$ cat src/rtl/dmem_pkg.sv
// Shared types for the data-memory arbiter: memop encoding, FSM states and the
// access alignment helper used when DMEM_ARB_ALIGN_CHK_EN is defined.
package dmem_pkg;

    typedef enum logic [2:0] {
        MOP_LB  = 3'b000,
        MOP_LH  = 3'b001,
        MOP_LW  = 3'b010,
        MOP_LBU = 3'b100,
        MOP_LHU = 3'b101
    } memop_e;

    typedef enum logic [1:0] {
        IDLE   = 2'd0,
        ACCESS = 2'd1,
        RESP   = 2'd2
    } state_e;

    // Word needs addr[1:0]==0, half needs addr[0]==0, bytes always fine,
    // encodings outside the table are treated as illegal.
    function automatic logic is_misaligned(input logic [2:0] memop, input logic [1:0] addr_lo);
        logic bad;
        case (memop)
            MOP_LB, MOP_LBU: bad = 1'b0;
            MOP_LH, MOP_LHU: bad = addr_lo[0];
            MOP_LW:          bad = (addr_lo != 2'b00);
            default:         bad = 1'b1;
        endcase
        return bad;
    endfunction

endpackage

$ cat src/rtl/rr_arbiter.sv
// Combinational round-robin picker: search starts one past last_grant and
// returns a one-hot grant for the first pending request found.
module rr_arbiter #(
    parameter int NREQ  = 2,
    parameter int IDX_W = $clog2(NREQ)
) (
    input  logic [NREQ-1:0]  req,
    input  logic [IDX_W-1:0] last_grant,
    output logic [NREQ-1:0]  grant
);

    logic found;
    int   idx;

    // Rotating priority scan starting after the previous winner
    always_comb begin
        grant = '0;
        found = 1'b0;
        idx   = 0;
        for (int i = 1; i <= NREQ; i++) begin
            idx = (int'(last_grant) + i) % NREQ;
            if (!found && req[IDX_W'(idx)]) begin
                grant[IDX_W'(idx)] = 1'b1;
                found              = 1'b1;
            end
        end
    end

endmodule

$ cat src/rtl/dmem_arbiter.sv
// Shares the single-port data memory between NREQ requesters with a
// round-robin grant. One access every two cycles: handshake, ACCESS (memory
// driven), RESP (completion pulse to the owner with load data).
// Optional feature macro: DMEM_ARB_ALIGN_CHK_EN -- rejects misaligned or
// unknown-memop accesses (no write, rsp_err=1, rsp_rdata=0).
module dmem_arbiter
    import dmem_pkg::*;
#(
    parameter int NREQ   = 2,
    parameter int ADDR_W = 32,
    parameter int DATA_W = 32
) (
    input  logic                           clk,
    input  logic                           rst,
    input  logic [NREQ-1:0]                req_valid,
    output logic [NREQ-1:0]                req_ready,
    input  logic [NREQ-1:0]                req_wen,
    input  logic [NREQ-1:0][2:0]           req_memop,
    input  logic [NREQ-1:0][ADDR_W-1:0]    req_addr,
    input  logic [NREQ-1:0][DATA_W-1:0]    req_wdata,
    output logic [NREQ-1:0]                rsp_valid,
    output logic [DATA_W-1:0]              rsp_rdata,
    output logic                           rsp_err,
    output logic [2:0]                     mem_memop,
    output logic [ADDR_W-1:0]              mem_addr,
    output logic [DATA_W-1:0]              mem_wdata,
    output logic                           mem_wen,
    input  logic [DATA_W-1:0]              mem_rdata
);

    localparam int IDX_W = $clog2(NREQ);

    state_e             state;
    logic [IDX_W-1:0]   last_grant;
    logic [IDX_W-1:0]   owner_p1;
    logic               wen_p1;
    logic [2:0]         memop_p1;
    logic [ADDR_W-1:0]  addr_p1;
    logic [DATA_W-1:0]  wdata_p1;

    logic [NREQ-1:0]    grant;
    logic [IDX_W-1:0]   gnt_idx;
    logic               hs;
    logic               acc_err;

    rr_arbiter #(.NREQ(NREQ), .IDX_W(IDX_W)) u_rr (
        .req        (req_valid),
        .last_grant (last_grant),
        .grant      (grant)
    );

    // Encode the one-hot winner so its payload can be selected
    always_comb begin
        gnt_idx = '0;
        for (int i = 0; i < NREQ; i++) begin
            if (grant[i]) gnt_idx = IDX_W'(i);
        end
    end

    // Ready only offered while the memory slot is free and not in reset
    assign req_ready = ((state != ACCESS) && !rst) ? grant : '0;
    assign hs        = |(req_valid & req_ready);

    // Handshake stage -> ACCESS stage: latch payload and owner, step the FSM
    always_ff @(posedge clk) begin
        if (rst) begin
            state      <= IDLE;
            last_grant <= IDX_W'(NREQ - 1);
            owner_p1   <= '0;
            wen_p1     <= 1'b0;
            memop_p1   <= '0;
            addr_p1    <= '0;
            wdata_p1   <= '0;
        end else begin
            case (state)
                IDLE, RESP: begin
                    if (hs) begin
                        state      <= ACCESS;
                        last_grant <= gnt_idx;
                        owner_p1   <= gnt_idx;
                        wen_p1     <= req_wen[gnt_idx];
                        memop_p1   <= req_memop[gnt_idx];
                        addr_p1    <= req_addr[gnt_idx];
                        wdata_p1   <= req_wdata[gnt_idx];
                    end else begin
                        state <= IDLE;
                    end
                end
                ACCESS:  state <= RESP;
                default: state <= IDLE;
            endcase
        end
    end

`ifdef DMEM_ARB_ALIGN_CHK_EN
    logic err_p2;

    assign acc_err = is_misaligned(memop_p1, addr_p1[1:0]);

    // ACCESS stage -> RESP stage: remember whether the access was rejected
    always_ff @(posedge clk) begin
        if (rst) begin
            err_p2 <= 1'b0;
        end else if (state == ACCESS) begin
            err_p2 <= acc_err;
        end
    end

    assign rsp_err = (state == RESP) && err_p2;
`else
    assign acc_err = 1'b0;
    assign rsp_err = 1'b0;
`endif

    assign mem_memop = memop_p1;
    assign mem_addr  = addr_p1;
    assign mem_wdata = wdata_p1;
    assign mem_wen   = (state == ACCESS) && wen_p1 && !acc_err;

    assign rsp_valid = (state == RESP) ? (NREQ'(1) << owner_p1) : '0;
    assign rsp_rdata = ((state == RESP) && !wen_p1 && !rsp_err) ? mem_rdata : '0;

endmodule

$ cat config.mk
export PLATFORM = sky130hd
export DESIGN_NAME = dmem_arbiter
export DESIGN_NICKNAME = d
export VERILOG_FILES = /design/src/rtl/dmem_pkg.sv /design/src/rtl/rr_arbiter.sv /design/src/rtl/dmem_arbiter.sv
export SDC_FILE = /design/constraint.sdc
export NUM_CORES = 1
export LEC_CHECK = 0
export CAP_MARGIN = 20
export CORE_UTILIZATION = 30
export CTS_CLUSTER_DIAMETER = 150
export DETAILED_ROUTE_END_ITERATION = 16
export PLACE_DENSITY_LB_ADDON = 0.2
export SLEW_MARGIN = 40
export SYNTH_ARGS = -nofsm -noshare
export SYNTH_HDL_FRONTEND = slang
export SYNTH_SLANG_ARGS = --single-unit
export TNS_END_PERCENT = 1
$ cat constraint.sdc
create_clock -name clk -period 1.1 [get_ports clk]
set_input_delay 0.165 -clock clk [delete_from_list [all_inputs] [get_ports clk]]
set_output_delay 0.165 -clock clk [all_outputs]
set_load 0.05 [all_outputs]
After elaboration in Yosys (flattened, before gate mapping):

Cells that the tools add are included.

* flip-flop bits (word level): 72
* bits of input ports: 172
* output and inout port bits: 105
* logic and storage cells: 58

* $add $sub $neg: 2
* $lt $le $gt $ge: 5
* equality and inequality tests: 3
* shift operators: 1
* multiplexer cells: 25
* bitwise gates (word level): 2
* reductions and logical operators: 13

Operators with widths (number)
* $mux 32: 5
* $mux 1: 11
* $mux 2: 4
* $logic_and 1x1->1: 6
* $lt 1x3->1 const B: 2
* $mux 3: 2
* $pmux 2 s2: 1
* $reduce_or 2->1: 2
* $logic_not 1->1: 3
* $add 1x1->1 const B: 2
* $and 2x2->2: 1
* $demux 1 s1: 2
* $eq 2x1->1 const B: 1
* $eq 2x2->1 const B: 1
* $ge 1x1->1 const B: 2
* $logic_not 2->1: 1
* $lt 1x2->1 const B: 1
* $ne 2x1->1 const B: 1
* $or 2x2->2: 1
* $reduce_and 2->1: 1
* $shl 1x1->2 const A: 1

Logic depth before layout (Yosys ltp):

Gate-level depths: netlist of run 1.

* depth after elaboration: 13
* depth in mapped cells: 5
* depth with buffers taken out: 2

By module:

Synthesis of run 1 repeated with hierarchy kept, for this count alone.

* cell total of the unflattened synthesis: 373
* area, all modules: 3537.1 um^2

By module, submodules not included
* dmem_arbiter: instances 1, cells an instance 370, area each 3519.6 um^2, seq. area each 1441.4 um^2
* rr_arbiter: instances 1, cells an instance 3, area each 17.5 um^2, seq. area each 0.0 um^2

Least setup slack after synthesis of run 1:

OpenSTA, ideal clock, no wires.

* path type: reg-to-output
* from: register state[0]
* to: output req_ready[0]
* data arrival time: 1543 ps
* data required time: 935 ps
* slack: -608 ps
* cell stages (with the launch flop): 3
* path buffers: 0
* cells stage by stage: dfxtp_1 nor2b_1 nor3_1

* longest elaborated chain between the ends: 3

Ends and longest elaborated chain
* start: declaration: RTL line dmem_arbiter.sv:33 `state_e state;`
* start signal: assignment: RTL line dmem_arbiter.sv:67 `state <= IDLE;`
* start signal: assignment: RTL line dmem_arbiter.sv:78 `state <= ACCESS;`
* start signal: assignment: RTL line dmem_arbiter.sv:86 `state <= IDLE;`
* $ne 2x1->1: RTL line dmem_arbiter.sv:61 `assign req_ready = ((state != ACCESS) && !rst) ? grant : '0;`
* $logic_and 1x1->1: RTL line dmem_arbiter.sv:61
* $mux 2: RTL line dmem_arbiter.sv:61
* end: declaration: RTL line dmem_arbiter.sv:16 `output logic [NREQ-1:0] req_ready,`

Every way passes these cells.

Final worst setup path of run 1:

* from: register state[0]
* to: output rsp_rdata[14]

* longest elaborated chain between the ends: 3

Ends and longest elaborated chain
* $eq 2x2->1: RTL line dmem_arbiter.sv:121 `assign rsp_rdata = ((state == RESP) && !wen_p1 && !rsp_err) ? mem_rdata : '0;`
* $logic_and 1x1->1: RTL line dmem_arbiter.sv:121
* $mux 32: RTL line dmem_arbiter.sv:121
* end: declaration: RTL line dmem_arbiter.sv:22 `output logic [DATA_W-1:0] rsp_rdata,`

Every way passes these cells.

==> flow_summary.yaml, run 1 <==
synthesis:
  syn-cell-area_um2: 3381
  yosys.area.top_type_share: 0.4204
  postSynthAreaPerCell_um2: 9.715
  yosysSeqAreaShare: 0.4204
  synth_seq_cells: 71
  yosys_warnings: 0
  yosys.cell_types.count: 15
  yosysTopAreaCell: "dfxtp_1"
  ys_top_cells_by_area: "dfxtp_1 42%, nand2b_1 25%, mux2i_1 20%"
  syn_inst: 348
layout:
  antenna_cells: 0
  area_growth_pct: 105.0
  final_cell_area_um2: 6929
  drive_above_1_share: 0.3315
  final_common_cell: "nand2b_1"
  postLayoutCoreUtil: 0.6364
  nets: 722
  layout_common_cells: "137 x nand2b_1, 106 x buf_12, 101 x clkdlybuf4s50_1"
worst_setup_path:
  critical_path_buf_inv_count: 2
  reg2reg_to: "mem_addr[9]"
  crit_family: "simple AND/OR/NAND/NOR gates"
  r2r_setup_slack_ns: -0.17
  path_depth: 4
  cp_slowest_cell: "dfxtp_2"
  reg2reg_from: "state[0]"
  cp_slowest_stage_delay_ns: 0.36
  cp_cell_sequence: "nor3b_4 > buf_4 > and2_4 > buf_12"
  critical_path.max_fanout: 10
  crit_end: "rsp_rdata[14]"
  crit_path_start: "state[0]"
  cp.arrival_ns: 1.42
  end_kind: "primary output"
  required_ns: 0.94
  ff2ff_path_depth: 3
  startpoint_type: "flop"
  crit_type: "flop to primary output"
global_route:
  grt_pass1_vias: 2979
  grt_max_degree: 80
  track_usage: 0.1603
  grt_pass1_wl_um: 14610
  grt_overflow_total: 0
  antenna_found_initial: 0
clock_network:
  clk_pin_slew_ns: 0.07
  clockBufferDepth: 2
  cts_tree: "yes"
  insertion_delay_ns: 0.33
  root_buffer: "clkbuf_8"
  cts_sinks: 71
  cts_setup_buffers: 0
  cts_buffers: 9
  htree_num_levels: 3
detailed_routing:
  viasPerCell: 4.298
  wl_per_cell_um: 13.45
  vias: 2974
  first_iter_violations: 74
  firstDrtPassIters: 4
  routed_wl_um: 9307
  drcViolationCount: 0
  postRouteAntennaNets: 0
floorplan:
  fp.dieW_um: 108.2
  initial_core_util: 0.3105
  die_height_um: 108.2
  dieArea_um2: 11700
  design.portCount: 277
  core_area_um2: 10890
  row_count: 38
power_and_ir_drop:
  sequentialPowerShare: 0.398
  p_switching_uw: 2263
  sw_frac_of_total: 0.3060
  internal_power_uw: 5134
  peakVddDrop_mv: 0.5618
  clockPowerShare: 0.263
  comb_power_share: 0.339
  leakagePower_uw: 0.002744
  power.density_nw_per_um2: 1068
timing:
  slew_violations: 0
  fin_crit_ns: 1.589
  max_freq_mhz: 629.4
  finalSetupViolCount: 103
  fin_setup_tns_ns: -24.34
  clock_skew_ns: 0.01014
  rsz0062_at_grt: "true"
  fin_ws_ns: -0.4887
  finalCritPeriodShare: 1.444
  final_hold_viol_count: 0
hold_path:
  min_path_type: "input port to flop"
place:
  place_ws_ns: -0.3594
  numPortBuffers: 204
  place_area_um2: 6724
  gp_congestion: 0.7389
  hpwlAfterDp_um: 7068
job:
  maxCapViolations: 0
outcome:
  run_status: "complete, but fails checks"
  violations: "setup timing"
[registers in the layout (all words and copies together), names as in the netlist]
| signal | count |
|---|---|
| last_grant | 1 |
| mem_addr | 32 |
| mem_memop | 3 |
| mem_wdata | 32 |
| state | 2 |
| wen_p1 | 1 |
[power groups by stage]
stage	Sequential, uW	Clock (uW)	Combinational [uW]
floorplan	3470	0	671
global placement	2990	0	2490
detailed placement	2990	0	2520
CTS	2940	2010	2530
global route	2970	2140	2620
finish	2940	1940	2510
[worst min path at each step]
| stage | depth (start not counted) | startpoint | to |
|---|---|---|---|
| 3_3_place_gp | 2 | mem_addr[26] | mem_addr[26] |
| 3_5_place_dp | 2 | mem_addr[18] | mem_addr[18] |
| 2_1_floorplan | 2 | req_addr[0] | mem_addr[0] |
| 6_report | 3 | rst | mem_wdata[31] |
| 5_1_grt | 3 | rst | mem_addr[17] |
| 4_1_cts | 3 | rst | mem_wdata[31] |
[cell usage after synthesis, drive strengths merged]
cell type,instances
a21o,1
clkbuf,18
mux2i,68
nand2b,137
and3b,1
nand2,1
conb,1
buf,11
and2,33
nor3b,1
nor2b,3
dfxtp,71
nor3,2
[final cells by class]
cell class	count	area (um^2)
clock inverter	4	50.05
timing repair buffer	218	3217
tap	140	175.2
fill	855	3959
multi-input combinational	250	1922
sequential	71	1441
clock buffer	9	123.9
[through the flow]
stage | hold WS, ns | cells | total power, uW
finish | 0.3408 | 692 | 7397
global route | 0.3507 | 692 | 7728
CTS | 0.3444 | 692 | 7481
detailed placement | 0.4978 | 679 | 5515
global placement | 0.4942 | 679 | 5480
floorplan | 0.3203 | 350 | 4137
[layer usage]
layer | GRT usage | up-vias | wire (um)
met4 | 0.05088 | 0 | 98
met3 | 0.07113 | 8 | 990
li1 | - | 1500 | -
met1 | 0.1843 | 1339 | 3845
met5 | 0 | - | 0
met2 | 0.2652 | 127 | 4373
[cells by family (layout without fill, tap and decap cells)]
family,Yosys count,after routing,synth area share
other cells,1,3,0.001109
simple gates,178,178,0.3290
buf+inv,29,231,0.04589
compound gates,1,1,0.002221
flops,71,71,0.4204
mux,68,68,0.2013
[worst min-delay path, cell delays in order]
cell and delay (ns):
buf_2 0.26, nand2b_1 0.15, mux2i_1 0.05
[repair_timing]
| item | CTS | global route |
|---|---|---|
| gates resized for setup | 7 | 13 |
| pin swaps | 1 | 0 |
| hold buffers | 0 | 0 |
| gates cloned | 0 | 0 |
| endpoints found under the setup margin | 103 | 122 |
Power figures use the tool's default switching activity.
==> run 2, diff against run 1 <==
Settings changed: REMOVE_ABC_BUFFERS set to 1.
==> flow_summary.yaml, run 2 (same netlist as run 1, synthesis figures left out) <==
worst_setup_path:
  cp.arrival_ns: 1.43
  ff2ff_path_depth: 3
  startpoint_type: "flop"
  reg2reg_to: "mem_addr[6]"
  crit_type: "flop to primary output"
  critical_path.max_fanout: 32
  end_kind: "primary output"
  r2r_setup_slack_ns: -0.15
  reg2reg_from: "state[0]"
  required_ns: 0.94
power_and_ir_drop:
  leakagePower_uw: 0.002726
  peakVddDrop_mv: 0.6556
  power.density_nw_per_um2: 1123
outcome:
  run_status: "complete, but fails checks"
  violations: "setup timing"
detailed_routing:
  routed_wl_um: 9624
  vias: 3011
  wl_per_cell_um: 13.85
  drcViolationCount: 0
  firstDrtPassIters: 4
  viasPerCell: 4.332
  first_iter_violations: 86
  postRouteAntennaNets: 0
timing:
  finalSetupViolCount: 101
  fin_ws_ns: -0.4993
  max_freq_mhz: 625.3
  clock_skew_ns: 0.008310
  rsz0062_at_grt: "true"
  fin_crit_ns: 1.599
  whs_ns: 0.2920
  finalCritPeriodShare: 1.454
  fin_setup_tns_ns: -22.80
  slew_violations: 0
  final_hold_viol_count: 0
layout:
  fillers: 860
  antenna_cells: 0
  regArea_um2: 1431
  nets: 722
  multi_input_area_um2: 1852
  drive_above_1_share: 0.2649
  post_layout_nonfiller_instances: 695
  area_growth_pct: 104.1
  layout_common_cells: "137 x nand2b_1, 106 x buf_12, 101 x clkdlybuf4s50_1"
  final_common_cell: "nand2b_1"
floorplan:
  core_area_um2: 10890
  dieArea_um2: 11700
  design.portCount: 277
  row_count: 38
  fp.dieW_um: 108.2
  die_height_um: 108.2
  initial_core_util: 0.3105
global_route:
  grt.busiest_layer: "met2"
  grt_pass1_vias: 2933
  met3_usage: 0.06872
  grt_pass1_wl_um: 14770
  antenna_found_initial: 0
  grtUsageMet1: 0.1768
  grt_overflow_total: 0
  grt_max_degree: 83
  track_usage: 0.1637
  use_met2: 0.2834
place:
  gp_congestion: 0.7273
  hpwlAfterDp_um: 7435
  numPortBuffers: 204
  dp.cells: 679
clock_network:
  cts_buffers: 9
  root_buffer: "clkbuf_8"
  htree_num_levels: 3
  ctsHoldBuffers: 0
  cts_sinks: 71
  insertion_delay_ns: 0.33
  cts_tree: "yes"
  clk_pin_slew_ns: 0.07
  clockBufferDepth: 2
  cts_setup_buffers: 0
hold_path:
  holdPathEnd: "mem_addr[31]"
  hp-start: "rst"
  min_path_type: "input port to flop"
  hold_depth: 3
job:
  maxCapViolations: 0
## run 2: cell count changes in the layout (fill, tap and decap cells not counted), moves of 2 or more
cell,change
nor2b_4,+2
and2_1,+31
dfxtp_2,-8
and2_4,-30
dfxtp_1,+8
## run 2: where the power goes
group | total, uW | internal (uW) | switching (uW)
sequential | 2940 | 2750 | 187
clock | 2320 | 1340 | 980
combinational | 2500 | 1360 | 1140
## run 2: through the flow
step,worst slack (ns),utilization,cell area [um^2],total power [uW]
CTS,-0.5437,0.6332,6894,7870
global route,-0.5775,0.6339,6902,8084
floorplan,-2.000,-,3233,4066
detailed placement,-0.4127,0.6089,6630,5490
finish,-0.4993,0.6339,6902,7754
global placement,-0.3528,0.6089,6630,5455
## run 2: area by class of cell
cell class,count,share of cell area
flip-flops and latches,71,0.2074
well taps,140,0.02538
clock inverters,5,0.01178
multi-input cells,250,0.2683
repair buffers,218,0.4666
clock buffers,11,0.02049
## run 2: worst max-delay path by stage
stage | start | end | slack (ns) | depth (start not counted)
finish | wen_p1 | rsp_rdata[29] | -0.50 | 4
global route | wen_p1 | rsp_rdata[29] | -0.58 | 4
CTS | wen_p1 | rsp_rdata[29] | -0.54 | 4
detailed placement | req_valid[0] | mem_wdata[30] | -0.41 | 4
global placement | req_valid[0] | mem_addr[7] | -0.35 | 4
floorplan | state[0] | mem_addr[0] | -2.00 | 2
## run 2: routing by layer
metal / wire length, um / part of all wire / up-vias
li1: - / - / 1504
met1: 3637 / 0.38 / 1373
met2: 4875 / 0.51 / 117
met3: 910 / 0.095 / 17
met4: 200 / 0.021 / 0
met5: 0 / 0 / -
## run 2: critical path, cell delays in order, from the launching register on
cell     delay, ns
dfxtp_2       0.34
nor3b_4       0.23
buf_12        0.19
and2_1        0.20
buf_12        0.15
## run 2: repair_timing
item | CTS | global route
endpoints found under the setup margin | 101 | 113
pin swaps | 2 | 0
resized for setup | 12 | 6
